--- src/rtl/cfg_stream_sequencer.sv ---
// rtl/cfg_stream_sequencer.sv - walks a config ROM and serialises each word MSB-first onto a stream
// Define CFG_CHECKSUM_EN to add checksum_o, the running modulo sum of every accepted beat.
module cfg_stream_sequencer #(
  parameter int         MEM_DEPTH    = 326,
  parameter int         MEM_WIDTH    = 24,
  parameter int         DATA_WIDTH   = 8,
  parameter int         PAUSE_IDX    = 3,
  parameter int         PAUSE_CYCLES = 37_500_000,
  parameter logic [6:0] SLAVE_ADDR   = 7'h74
) (
  input  logic                         clk_i,
  input  logic                         rst_i,
  input  logic                         start_i,
  output logic                         mem_rd_o,
  output logic [$clog2(MEM_DEPTH)-1:0] mem_addr_o,
  input  logic [MEM_WIDTH-1:0]         mem_data_i,
  output logic [DATA_WIDTH-1:0]        m_data_o,
  output logic                         m_valid_o,
  input  logic                         m_ready_i,
  output logic                         m_first_o,
  output logic                         m_last_o,
  output logic [7:0]                   dev_addr_o,
  output logic                         busy_o,
`ifdef CFG_CHECKSUM_EN
  output logic [DATA_WIDTH-1:0]        checksum_o,
`endif
  output logic                         done_o
);

  localparam int CYCLES = MEM_WIDTH / DATA_WIDTH;
  localparam int AW     = $clog2(MEM_DEPTH);
  localparam int IW     = $clog2(MEM_DEPTH + 1);
  localparam int BW     = $clog2(CYCLES + 1);
  localparam int PW     = $clog2(PAUSE_CYCLES + 1);

  generate
    if (MEM_WIDTH % DATA_WIDTH != 0) begin : g_bad_width
      $error("MEM_WIDTH must be a multiple of DATA_WIDTH");
    end
    if (PAUSE_IDX > MEM_DEPTH) begin : g_bad_pause_idx
      $error("PAUSE_IDX must not exceed MEM_DEPTH");
    end
    if (PAUSE_CYCLES < 1) begin : g_bad_pause_len
      $error("PAUSE_CYCLES must be at least 1");
    end
  endgenerate

  typedef enum logic [2:0] {
    S_IDLE, S_FETCH, S_WAIT, S_SEND, S_PAUSE, S_DONE
  } state_t;

  state_t               state, state_nxt;
  logic [IW-1:0]        word_idx;
  logic [BW-1:0]        beat_cnt;
  logic [PW-1:0]        pause_cnt;
  logic [MEM_WIDTH-1:0] shreg;

  logic [IW-1:0] idx_inc;
  logic          last_beat, hs, pause_done, start_ok;

  assign idx_inc    = word_idx + 1'b1;
  assign last_beat  = (beat_cnt == BW'(CYCLES - 1));
  assign hs         = (state == S_SEND) && m_ready_i;
  assign pause_done = (pause_cnt == PW'(PAUSE_CYCLES - 1));
  assign start_ok   = ((state == S_IDLE) || (state == S_DONE)) && start_i;
  assign dev_addr_o = {SLAVE_ADDR, 1'b0};

  always_ff @(posedge clk_i) begin
    if (rst_i) state <= S_IDLE;
    else       state <= state_nxt;
  end

  always_comb begin
    state_nxt = state;
    case (state)
      S_IDLE, S_DONE: if (start_i) state_nxt = S_FETCH;
      S_FETCH:        state_nxt = S_WAIT;
      S_WAIT:         state_nxt = S_SEND;
      S_SEND: begin
        if (m_ready_i && last_beat) begin
          if (idx_inc == IW'(MEM_DEPTH))                          state_nxt = S_DONE;
          else if ((PAUSE_IDX != 0) && (idx_inc == IW'(PAUSE_IDX))) state_nxt = S_PAUSE;
          else                                                     state_nxt = S_FETCH;
        end
      end
      S_PAUSE:        if (pause_done) state_nxt = S_FETCH;
      default:        state_nxt = S_IDLE;
    endcase
  end

  // Datapath: word index, beat counter, pause timer and the output shift register.
  always_ff @(posedge clk_i) begin
    if (rst_i) begin
      word_idx  <= '0;
      beat_cnt  <= '0;
      pause_cnt <= '0;
      shreg     <= '0;
    end else begin
      if (start_ok) begin
        word_idx <= '0;
        beat_cnt <= '0;
      end
      if (state == S_WAIT) begin
        shreg    <= mem_data_i;
        beat_cnt <= '0;
      end
      if (hs) begin
        shreg <= shreg << DATA_WIDTH;
        if (last_beat) begin
          beat_cnt  <= '0;
          word_idx  <= idx_inc;
          pause_cnt <= '0;
        end else begin
          beat_cnt <= beat_cnt + 1'b1;
        end
      end
      if (state == S_PAUSE) pause_cnt <= pause_cnt + 1'b1;
    end
  end

`ifdef CFG_CHECKSUM_EN
  always_ff @(posedge clk_i) begin
    if (rst_i || start_ok) checksum_o <= '0;
    else if (hs)           checksum_o <= checksum_o + m_data_o;
  end
`endif

  always_comb begin
    mem_rd_o   = 1'b0;
    mem_addr_o = '0;
    m_valid_o  = 1'b0;
    m_first_o  = 1'b0;
    m_last_o   = 1'b0;
    busy_o     = 1'b0;
    done_o     = 1'b0;
    m_data_o   = shreg[MEM_WIDTH-1 -: DATA_WIDTH];
    case (state)
      S_FETCH: begin
        busy_o     = 1'b1;
        mem_rd_o   = 1'b1;
        mem_addr_o = word_idx[AW-1:0];
      end
      S_WAIT, S_PAUSE: busy_o = 1'b1;
      S_SEND: begin
        busy_o    = 1'b1;
        m_valid_o = 1'b1;
        m_first_o = (beat_cnt == '0);
        m_last_o  = last_beat;
      end
      S_DONE:  done_o = 1'b1;
      default: ;
    endcase
  end

endmodule

--- config.mk ---
export PLATFORM = sky130hd
export DESIGN_NAME = cfg_stream_sequencer
export DESIGN_NICKNAME = d
export VERILOG_FILES = /design/src/rtl/cfg_stream_sequencer.sv
export SDC_FILE = /design/constraint.sdc
export NUM_CORES = 1
export LEC_CHECK = 0
export BUFFER_PORTS_ARGS = -buffer_cell sky130_fd_sc_hd__buf_2
export CORE_MARGIN = 5
export CORE_UTILIZATION = 40
export DETAILED_ROUTE_END_ITERATION = 16
export PLACE_DENSITY_LB_ADDON = 0.05
export RECOVER_POWER = 100
export SLEW_MARGIN = 30
export SYNTH_ARGS = -nofsm -noshare
export SYNTH_HDL_FRONTEND = slang
export SYNTH_SLANG_ARGS = --single-unit
--- constraint.sdc ---
create_clock -name clk_i -period 4.99 [get_ports clk_i]
set_input_delay 0.998 -clock clk_i [delete_from_list [all_inputs] [get_ports clk_i]]
set_output_delay 0.998 -clock clk_i [all_outputs]
set_load 0.1 [all_outputs]
==> qor.txt, run 1 <==
Clock Sink Count: 64
Worst Path Arrival: 2.58 ns
iteration-0 DRC count of the detailed router: 190
clock root buffer: sky130_fd_sc_hd__clkbuf_8
minimum clock period: 3.58 ns
HPWL reported at the end of detailed placement: 5610 um
buffering stage count on the worst path with inverters included: 1
overall die area: 10400 sq um
number of synthesized register bits: 64
top area cells in the synthesized netlist: sky130_fd_sc_hd__dfxtp_1 (38%), sky130_fd_sc_hd__a21oi_1 (7.8%), sky130_fd_sc_hd__nand2_1 (6.3%), sky130_fd_sc_hd__nor2_1 (4.7%), sky130_fd_sc_hd__a22oi_1 (4.0%)
worst clock skew: 0.0114 ns
cells traversed along the worst timing path: nand2_1, nor2_1, and2_1, clkbuf_1
nets@finish: 496
highest fanout seen on the critical path: 13
total standard cell area after synthesis: 3390 sq um
Final setup violation count: 0
critical path launch point type: register
cell taking the most area after synthesis: sky130_fd_sc_hd__dfxtp_1
CTS Buf Count: 9
worst reg-to-reg path cell count: 5
fraction of registers with async set/reset: 0%
Syn Area/Cell: 7.79 sq um
Primary FF master, synth: sky130_fd_sc_hd__dfxtp_1
Routed Antenna Nets: 0
weighted congestion at the end of routability-driven global placement: 0.800
# port buffers: 50
final wirelength: 8340 um
transition time of the tightest slew-check pin: 2.69 ns
data required time at the worst endpoint: 3.99 ns
worst supply voltage drop on vdd: 0.121 mV
Critical Setup Path Class: register to primary output
placed instance area: 3600 sq um
post-synthesis instance total: 435
Final Max Slew Viols: 59
most frequent cell after synthesis: sky130_fd_sc_hd__dfxtp_1
Syn-to-layout area delta: 12.7%
buffers inserted during post-CTS setup optimization: 0
Crit-path slowest cell: sky130_fd_sc_hd__clkbuf_1
layout cells sized above 1: 11.9%
number of antenna violations at the first check in global routing: 0
worst slew margin relative to its limit: -79.5%
top cell types by occurrence after synthesis: sky130_fd_sc_hd__dfxtp_1 (64), sky130_fd_sc_hd__nand2_1 (57), sky130_fd_sc_hd__a21oi_1 (53)
clock latency of the later-clocked register in the worst-skew pair: 0.35 ns
post-detailed-route via-to-cell ratio: 5.47
largest delay contributor family on the critical path: buffers and inverters
count of yosys warnings during synthesis: 0
hold path cells: 2
top-area cell type share of the netlist area: 37.8%
source of the worst hold timing path: shreg[20]
routed vias: 3137
final worst path period share: 71.8%
reported leakage power: 1.32 nW
overflow left after global routing: 0
Die H: 102 um
post-route worst setup slack: 1.41 ns
Pwr Total: 0.00124 W
stages on the worst setup path: 4
post-CTS resize count: 0
Starting Density: 41.2%
pin count of the biggest net entering global routing: 59
GRT Resource Usage Total: 16.1%
final instance area: 3820 sq um
power density cells: 326 nW/um^2
Rows: 33
clock transition at the registers of the reported paths: 0.09 ns
htree depth: 3
vias in the first global route: 2764
worst setup path startpoint: state[0]
setup TNS after final layout: 0 ns
critical path endpoint category: primary output
Wirelength per Cell: 14.5 um
setup repair after global routing missed its margin: false
Ant. Diodes: 0
largest incremental delay on the critical path: 0.86 ns
area of the core: 8220 sq um
TritonCTS clock tree: built
number of buffers added to fix hold violations after cts: 0
DR DRC count: 0
failing checks: capacitance limit, slew limit
Worst Hold Class: register to register
wire length of the first global-routing pass: 13400 um
final hold vios: 0
pre-CTS setup slack: 1.65 ns
maximum number of buffers from clock root to sink: 2
die width: 102 um
share of the yosys chip area belonging to registers: 37.8%
max-cap check violation count: 1
Ports: 59
achievable clock frequency: 0.279 GHz
worst flop-to-flop path startpoint: state[1]
number of flops mapped to enable cells by yosys: 0
result of the run: finished with violations
DR pass1 iterations: 4
number of unique standard cell types used by synthesis: 54
-- path summary, 6_finish.rpt --
kind,to,slack (ns)
max,mem_addr_o[3],1.41
min,shreg[20],0.46
max reg2reg,word_idx[7],1.99
min reg2reg,shreg[20],0.46
-- report_power, final --
part / leakage [nW] / total [W] / internal, W / switching [W]
Sequential: 0.518 / 0.000536 / 0.000524 / 0.0000122
Clock: 0.126 / 0.000560 / 0.000339 / 0.000221
Combinational: 0.673 / 0.000149 / 0.0000276 / 0.000122
-- flip-flops by register name, indices dropped and copies added (netlist names) --
register	cells
shreg	24
beat_cnt	2
state	3
word_idx	9
pause_cnt	26
-- tightest hold or removal path, stage by stage (launching register included) --
cell,delay (ns)
sky130_fd_sc_hd__dfxtp_1,0.32
sky130_fd_sc_hd__nand2_1,0.05
sky130_fd_sc_hd__a21oi_1,0.05
-- cell families (layout without fill, tap and decap cells) --
family / after synthesis / after routing / synth area share [%]
DFF: 64 / 64 / 37.8
AOI/OAI and AO/OA: 116 / 116 / 21.5
buffers and inverters: 52 / 80 / 7.91
xor gates and xnor gates: 6 / 6 / 1.55
and+or+nand+nor: 186 / 186 / 27.9
adders and majority gates: 4 / 4 / 1.48
muxes: 5 / 5 / 1.59
other: 2 / 8 / 0.222
-- per-layer routing --
| layer | GRT usage, % | share of wire (%) |
|---|---|---|
| met1 | 22.4 | 49 |
| met3 | 5.05 | 6.4 |
| met5 | 0 | 0 |
| met2 | 24.5 | 44 |
| met4 | 3.63 | 0.71 |
-- metrics by stage --
step | utilization (%) | hold slack [ns] | std cells
after floorplan | - | 0.437 | 441
after global placement | 43.7 | 0.441 | 558
after detailed placement | 43.8 | 0.446 | 558
after CTS | 46.8 | 0.459 | 574
after global routing | 46.4 | 0.475 | 574
final | 46.4 | 0.458 | 574
-- cell type report --
type | count | area, sq um
clock inverters | 7 | 128
inverters | 11 | 41.3
multi-input cells | 325 | 1870
well taps | 105 | 131
clock buffers | 9 | 124
repair buffers | 53 | 243
flip-flops and latches | 64 | 1280
fillers | 868 | 4400
-- placed cells by master (no fill, tap or decap), drive strengths merged, types with 8 or more instances in the layout --
master | Yosys | layout
inv | 11 | 13
nor3 | 8 | 8
buf | 24 | 29
a31oi | 9 | 9
nand4 | 12 | 12
conb | 2 | 8
a22oi | 18 | 18
nor2 | 42 | 42
nand2 | 57 | 57
o21ai | 10 | 10
nand3 | 20 | 20
dfxtp | 64 | 64
clkbuf | 17 | 33
or3 | 8 | 8
a21oi | 54 | 54
No activity file was read; power rests on OpenSTA's default activity.
==> run 2: changes to the inputs <==
clock period = 3.5 ns   (was 4.99 ns; I/O delays follow)
==> run 2 against run 1 <==
The flow now finishes without violations. Register-to-register slack lost 1.0 ns. First-iteration DRC count is 46% lower. Global-route usage rose by 0.61 points. Non-clock buffer count increased by 4. Cell count up 0.70%. Clock skew hardly changed. Critical path type unchanged. Largest cell class unchanged.
==> qor.txt, run 2 (same netlist as run 1, synthesis figures left out) <==
clock root buffer: sky130_fd_sc_hd__clkbuf_8 (unchanged)
Worst Path Arrival: 2.29 ns (was 2.58 ns)
highest fanout seen on the critical path: 13 (unchanged)
r2r setup slk: 0.99 ns (was 1.99 ns)
register share of total power: 43.6% (was 43.0%)
Wirelength per Cell: 14.7 um (was 14.5 um)
final hold vios: 0 (unchanged)
Die H: 102 um (unchanged)
clock transition at the registers of the reported paths: 0.08 ns (was 0.09 ns)
clock latency of the later-clocked register in the worst-skew pair: 0.34 ns (was 0.35 ns)
# port buffers: 50 (unchanged)
Ant. Diodes: 0 (unchanged)
maximum number of buffers from clock root to sink: 2 (unchanged)
routed vias: 3168 (was 3137)
critical path endpoint category: primary output (unchanged)
fin util: 46.6% (was 46.4%)
worst setup path startpoint: state[0] (unchanged)
max-cap check violation count: 0 (was 1)
pin count of the biggest net entering global routing: 45 (was 59)
htree depth: 3 (unchanged)
Clock Sink Count: 64 (unchanged)
Crit-path slowest cell: sky130_fd_sc_hd__clkbuf_1 (unchanged)
achievable clock frequency: 0.334 GHz
final worst path period share: 85.5%
P_int: 0.00126 W (was 0.000890 W)
DR pass1 iterations: 4 (unchanged)
non-filler instance count after layout: 578 (was 574)
HPWL reported at the end of detailed placement: 5840 um (was 5610 um)
total instance count after detailed placement: 562 (was 558)
Ports: 59 (unchanged)
number of fill cells in the layout: 847 (was 868)
layout cells sized above 1: 13.1% (was 11.9%)
worst supply voltage drop on vdd: 0.234 mV (was 0.121 mV)
setup repair after global routing missed its margin: false (unchanged)
Comb power frac: 12.3% (was 12.0%)
Rows: 33 (unchanged)
largest registers ranked by flip-flop count: pause_cnt x26, shreg x24, word_idx x9 (unchanged)
Syn-to-layout area delta: 13.1% (was 12.7%)
largest incremental delay on the critical path: 0.89 ns (was 0.86 ns)
commonest cells after routing, fill and taps aside: sky130_fd_sc_hd__dfxtp_1 (64), sky130_fd_sc_hd__nand2_1 (57), sky130_fd_sc_hd__a21oi_1 (54) (was sky130_fd_sc_hd__dfxtp_1 (64), sky130_fd_sc_hd__nand2_1 (57), sky130_fd_sc_hd__a21oi_1 (53))
area of the core: 8220 sq um (unchanged)
Worst Hold Class: register to register (unchanged)
die width: 102 um (unchanged)
Multi-input gate area: 1860 sq um (was 1870 sq um)
sw frac: 28.0% (was 28.5%)
wire length of the first global-routing pass: 13900 um (was 13400 um)
nets@finish: 500 (was 496)
result of the run: complete, no violations (was finished with violations)
number of buffers added to fix hold violations after cts: 0 (unchanged)
Starting Density: 41.2% (unchanged)
flip-flop count of the largest register, all copies and words added: 26 (unchanged)
worst slew margin relative to its limit: 22.0% (was -79.5%)
GRT Resource Usage Total: 16.7% (was 16.1%)
cells traversed along the worst timing path: nand2_1, nor2_2, clkbuf_1 (was nand2_1, nor2_1, and2_1, clkbuf_1)
worst clock skew: 0.0112 ns (was 0.0114 ns)
leading cell type in the layout, fill and taps excluded: sky130_fd_sc_hd__dfxtp_1 (unchanged)
register ranked first by flip-flop count: pause_cnt (unchanged)
Critical Setup Path Class: register to primary output (unchanged)
switching component of the power: 0.000490 W (was 0.000355 W)
worst flop-to-flop path startpoint: state[1] (unchanged)
power density cells: 457 nW/um^2 (was 326 nW/um^2)
critical path launch point type: register (unchanged)
overall die area: 10400 sq um (unchanged)
worst reg-to-reg path cell count: 7 (was 5)
TritonCTS clock tree: built (unchanged)
number of antenna violations at the first check in global routing: 0 (unchanged)
Final setup violation count: 0 (unchanged)
Routed Antenna Nets: 0 (unchanged)
endpoint of the most critical register-to-register path: word_idx[7] (unchanged)
Final Max Slew Viols: 0 (was 59)
vias in the first global route: 2844 (was 2764)
weighted congestion at the end of routability-driven global placement: 0.831 (was 0.800)
Clk pwr share: 44.1% (was 45.0%)
post-CTS resize count: 0 (unchanged)
CTS Buf Count: 9 (unchanged)
buffers inserted during post-CTS setup optimization: 0 (unchanged)
data required time at the worst endpoint: 2.80 ns (was 3.99 ns)
setup TNS after final layout: 0 ns (unchanged)
minimum clock period: 2.99 ns
Sequential cell area: 1280 sq um (unchanged)
overflow left after global routing: 0 (unchanged)
iteration-0 DRC count of the detailed router: 103 (was 190)
end point of the critical path: mem_rd_o (was mem_addr_o[3])
transition time of the tightest slew-check pin: 1.17 ns (was 2.69 ns)
post-detailed-route via-to-cell ratio: 5.48 (was 5.47)
reported leakage power: 1.35 nW (was 1.32 nW)
DR DRC count: 0 (unchanged)
final wirelength: 8490 um (was 8340 um)
## run 2: changes by cell type in the layout (fill, tap and decap cells not counted), moves of 3 or more
cell	before	now
sky130_fd_sc_hd__o21ai_1	8	3
sky130_fd_sc_hd__o21ai_0	2	7
sky130_fd_sc_hd__clkbuf_2	0	3
sky130_fd_sc_hd__buf_2	26	30
sky130_fd_sc_hd__clkbuf_1	24	20
## run 2: cell type report
| class | instances | area share [%] |
|---|---|---|
| Clock inverter | 7 | 3.14 |
| Tap cell | 105 | 3.43 |
| Inverter | 11 | 1.08 |
| Multi-Input combinational cell | 325 | 48.6 |
| Timing Repair Buffer | 57 | 7.05 |
| Clock buffer | 9 | 3.23 |
| Sequential cell | 64 | 33.4 |
## run 2: critical path, delay by kind of cell, from the launching register on
| kind | cells | cell delay [ns] |
|---|---|---|
| buf+inv | 1 | 0.89 |
| flops | 1 | 0.59 |
| simple gates | 2 | 0.48 |
## run 2: worst min path at each step
stage,start,to,cells past startpoint
6_report,shreg[18],shreg[18],2
5_1_grt,shreg[3],shreg[3],2
4_1_cts,shreg[18],shreg[18],2
3_5_place_dp,shreg[18],shreg[18],2
3_3_place_gp,shreg[17],shreg[17],2
2_1_floorplan,shreg[16],shreg[16],2
## run 2: stage by stage
step	setup WS (ns)	instance area (sq um)	total power, W	hold slack, ns
finish	0.508	3830	0.00175	0.457
global route	0.350	3830	0.00182	0.479
floorplan	0.107	3420	0.000967	0.437
CTS	0.781	3870	0.00178	0.459
global placement	1.22	3630	0.00100	0.442
detailed placement	1.16	3630	0.00100	0.447
## run 2: power by group through the flow
stage,Sequential [W],Clock [W],Combinational (W)
2_1_floorplan,0.000772,0,0.000195
3_3_place_gp,0.000779,0,0.000220
3_5_place_dp,0.000781,0,0.000221
4_1_cts,0.000763,0.000800,0.000221
5_1_grt,0.000767,0.000826,0.000230
6_report,0.000763,0.000772,0.000215
## run 2: metal layers
metal,vias up,share of wire [%],global-route usage [%]
li1,1605,-,-
met1,1499,49,23.3
met2,60,46,25.5
met3,4,5.0,4.10
met4,0,0.65,5.15
met5,-,0,0
==> run 3: changes to the inputs <==
BUFFER_PORTS_ARGS = unset   (was -buffer_cell sky130_fd_sc_hd__buf_2)
DONT_BUFFER_PORTS = 1   (was unset)
clock period = 2.6 ns   (was 3.5 ns; I/O delays follow)
==> run 3 against run 2 <==
Combinational power increased by 25%. Sequential share of layout area down 0.76 points. Design area up 2.3%. Die area stayed put.
==> qor.txt, run 3 (same netlist as run 1, synthesis figures left out) <==
result of the run: complete, no violations (unchanged)
buffers inserted during post-CTS setup optimization: 0 (unchanged)
Rows: 33 (unchanged)
number of buffers added to fix hold violations after cts: 0 (unchanged)
worst slew margin relative to its limit: 19.9% (was 22.0%)
final instance area: 3920 sq um (was 3830 sq um)
nets@finish: 476 (was 500)
register share of total power: 43.2% (was 43.6%)
flip-flop count of the largest register, all copies and words added: 26 (unchanged)
largest registers ranked by flip-flop count: pause_cnt x26, shreg x24, word_idx x9 (unchanged)
DR pass1 iterations: 4 (unchanged)
sw frac: 27.2% (was 28.0%)
placed instance area: 3750 sq um (was 3630 sq um)
number of fill cells in the layout: 837 (was 847)
clock transition at the registers of the reported paths: 0.08 ns (about the same)
max-cap check violation count: 0 (unchanged)
critical path launch point type: register (unchanged)
Syn-to-layout area delta: 15.7% (was 13.1%)
largest incremental delay on the critical path: 0.60 ns (was 0.89 ns)
routed vias: 3083 (was 3168)
wire length on met2: 3960 um (was 3870 um)
Final setup violation count: 0 (unchanged)
Clock Sink Count: 64 (unchanged)
post-route worst setup slack: 0.225 ns (was 0.508 ns)
switching component of the power: 0.000642 W (was 0.000490 W)
Crit-path slowest cell: sky130_fd_sc_hd__dfxtp_1 (was sky130_fd_sc_hd__clkbuf_1)
TritonCTS clock tree: built (unchanged)
GRT Resource Usage Total: 16.3% (was 16.7%)
iteration-0 DRC count of the detailed router: 115 (was 103)
maximum number of buffers from clock root to sink: 2 (unchanged)
pre-CTS setup slack: 0.451 ns (was 1.16 ns)
register ranked first by flip-flop count: pause_cnt (unchanged)
final hold vios: 0 (unchanged)
htree depth: 3 (unchanged)
setup TNS after final layout: 0 ns (unchanged)
worst supply voltage drop on vdd: 0.330 mV (was 0.234 mV)
data required time at the worst endpoint: 2.08 ns (was 2.80 ns)
area of the core: 8220 sq um (unchanged)
weighted congestion at the end of routability-driven global placement: 0.787 (was 0.831)
layout cells sized above 1: 11.4% (was 13.1%)
critical path endpoint category: primary output (unchanged)
worst clock skew: 0.0133 ns (was 0.0112 ns)
minimum clock period: 2.38 ns
M1 WL: 3930 um (was 4130 um)
Die H: 102 um (unchanged)
Starting Density: 41.2% (unchanged)
post-CTS resize count: 0 (unchanged)
final worst path period share: 91.4%
pin count of the biggest net entering global routing: 59 (was 45)
Worst Path Arrival: 1.86 ns (was 2.29 ns)
final wirelength: 8390 um (was 8490 um)
buffering stage count on the worst path with inverters included: 1 (unchanged)
transition time of the tightest slew-check pin: 1.20 ns (was 1.17 ns)
# port buffers: 0 (was 50)
clock root buffer: sky130_fd_sc_hd__clkbuf_8 (unchanged)
met3 layer wire length in the routed design: 420 um (was 427 um)
worst setup path startpoint: state[0] (unchanged)
cells traversed along the worst timing path: nand2_1, nor2_2, and2_0, buf_12 (was nand2_1, nor2_2, clkbuf_1)
DR DRC count: 0 (unchanged)
Ports: 59 (unchanged)
setup repair after global routing missed its margin: false (unchanged)
Comb power frac: 11.4% (was 12.3%)
overall die area: 10400 sq um (unchanged)
Wirelength per Cell: 15.1 um (was 14.7 um)
Routed Antenna Nets: 0 (unchanged)
number of antenna violations at the first check in global routing: 0 (unchanged)
overflow left after global routing: 0 (unchanged)
clock latency of the later-clocked register in the worst-skew pair: 0.34 ns (about the same)
HPWL reported at the end of detailed placement: 5970 um (was 5840 um)
largest delay contributor family on the critical path: simple AND/OR/NAND/NOR gates (was buffers and inverters)
CTS Buf Count: 9 (unchanged)
power density cells: 602 nW/um^2 (was 457 nW/um^2)
Pwr Total: 0.00236 W (was 0.00175 W)
source of the worst hold timing path: rst_i (was shreg[18])
worst flop-to-flop path startpoint: state[2] (was state[1])
die width: 102 um (unchanged)
reported leakage power: 1.32 nW (was 1.35 nW)
top routing layer in use: met4 (unchanged)
achievable clock frequency: 0.421 GHz
vias in the first global route: 2886 (was 2844)
wire length of the first global-routing pass: 13700 um (was 13900 um)
post-detailed-route via-to-cell ratio: 5.56 (was 5.48)
Ant. Diodes: 0 (unchanged)
P_int: 0.00172 W (was 0.00126 W)
leading cell type in the layout, fill and taps excluded: sky130_fd_sc_hd__dfxtp_1 (unchanged)
Critical Setup Path Class: register to primary output (unchanged)
Clk pwr share: 45.4% (was 44.1%)
commonest cells after routing, fill and taps aside: sky130_fd_sc_hd__dfxtp_1 (64), sky130_fd_sc_hd__nand2_1 (57), sky130_fd_sc_hd__a21oi_1 (53) (was sky130_fd_sc_hd__dfxtp_1 (64), sky130_fd_sc_hd__nand2_1 (57), sky130_fd_sc_hd__a21oi_1 (54))
highest fanout seen on the critical path: 13 (unchanged)
Worst Hold Class: input port to register (was register to register)
fin util: 47.7% (was 46.6%)
Final Max Slew Viols: 0 (unchanged)
==> run 3: cell types whose count changed in the layout (fill, tap and decap cells not counted), moves of 3 or more <==
cell | previous run | this run
sky130_fd_sc_hd__and2_0 | 0 | 6
sky130_fd_sc_hd__and2_1 | 7 | 1
sky130_fd_sc_hd__buf_12 | 0 | 6
sky130_fd_sc_hd__buf_2 | 30 | 0
sky130_fd_sc_hd__clkbuf_1 | 20 | 12
sky130_fd_sc_hd__clkbuf_16 | 0 | 3
==> run 3: layout make-up <==
cell class                 count  area (sq um)  share of cell area [%]
clock buffer                  10           138                    3.51
clock inverter                 6           115                    2.94
inverter                      11          41.3                    1.05
multi-input combinational    325          1900                    48.4
sequential                    64          1280                    32.7
tap                          105           131                    3.35
timing repair buffer          33           318                    8.11
==> run 3: metrics by stage <==
stage          cells  hold WS, ns
6_report         554        0.234
5_1_grt          554        0.217
4_1_cts          554        0.222
3_5_place_dp     538        0.444
3_3_place_gp     538        0.437
2_1_floorplan    441        0.437
==> run 3: metal layers <==
metal  vias up  track usage [%]
met5         -                0
met4         0             4.44
met2        56             26.6
met3         8             4.10
met1      1453             21.5
li1       1566                -
==> run 3: final timing paths <==
| path | cells after the start | slack [ns] | to |
|---|---|---|---|
| setup reg to reg | 5 | 0.36 | shreg[21] |
| setup / recovery | 4 | 0.22 | mem_addr_o[4] |
| hold reg to reg | 2 | 0.45 | shreg[22] |
| hold / removal | 1 | 0.23 | word_idx[6] |
==> run 3: power by group through the flow <==
stage,Sequential (W),Clock [W],Combinational [W]
finish,0.00102,0.00107,0.000268
global route,0.00102,0.00115,0.000287
CTS,0.00102,0.00111,0.000282
detailed placement,0.00104,0,0.000282
global placement,0.00104,0,0.000279
floorplan,0.00104,0,0.000264
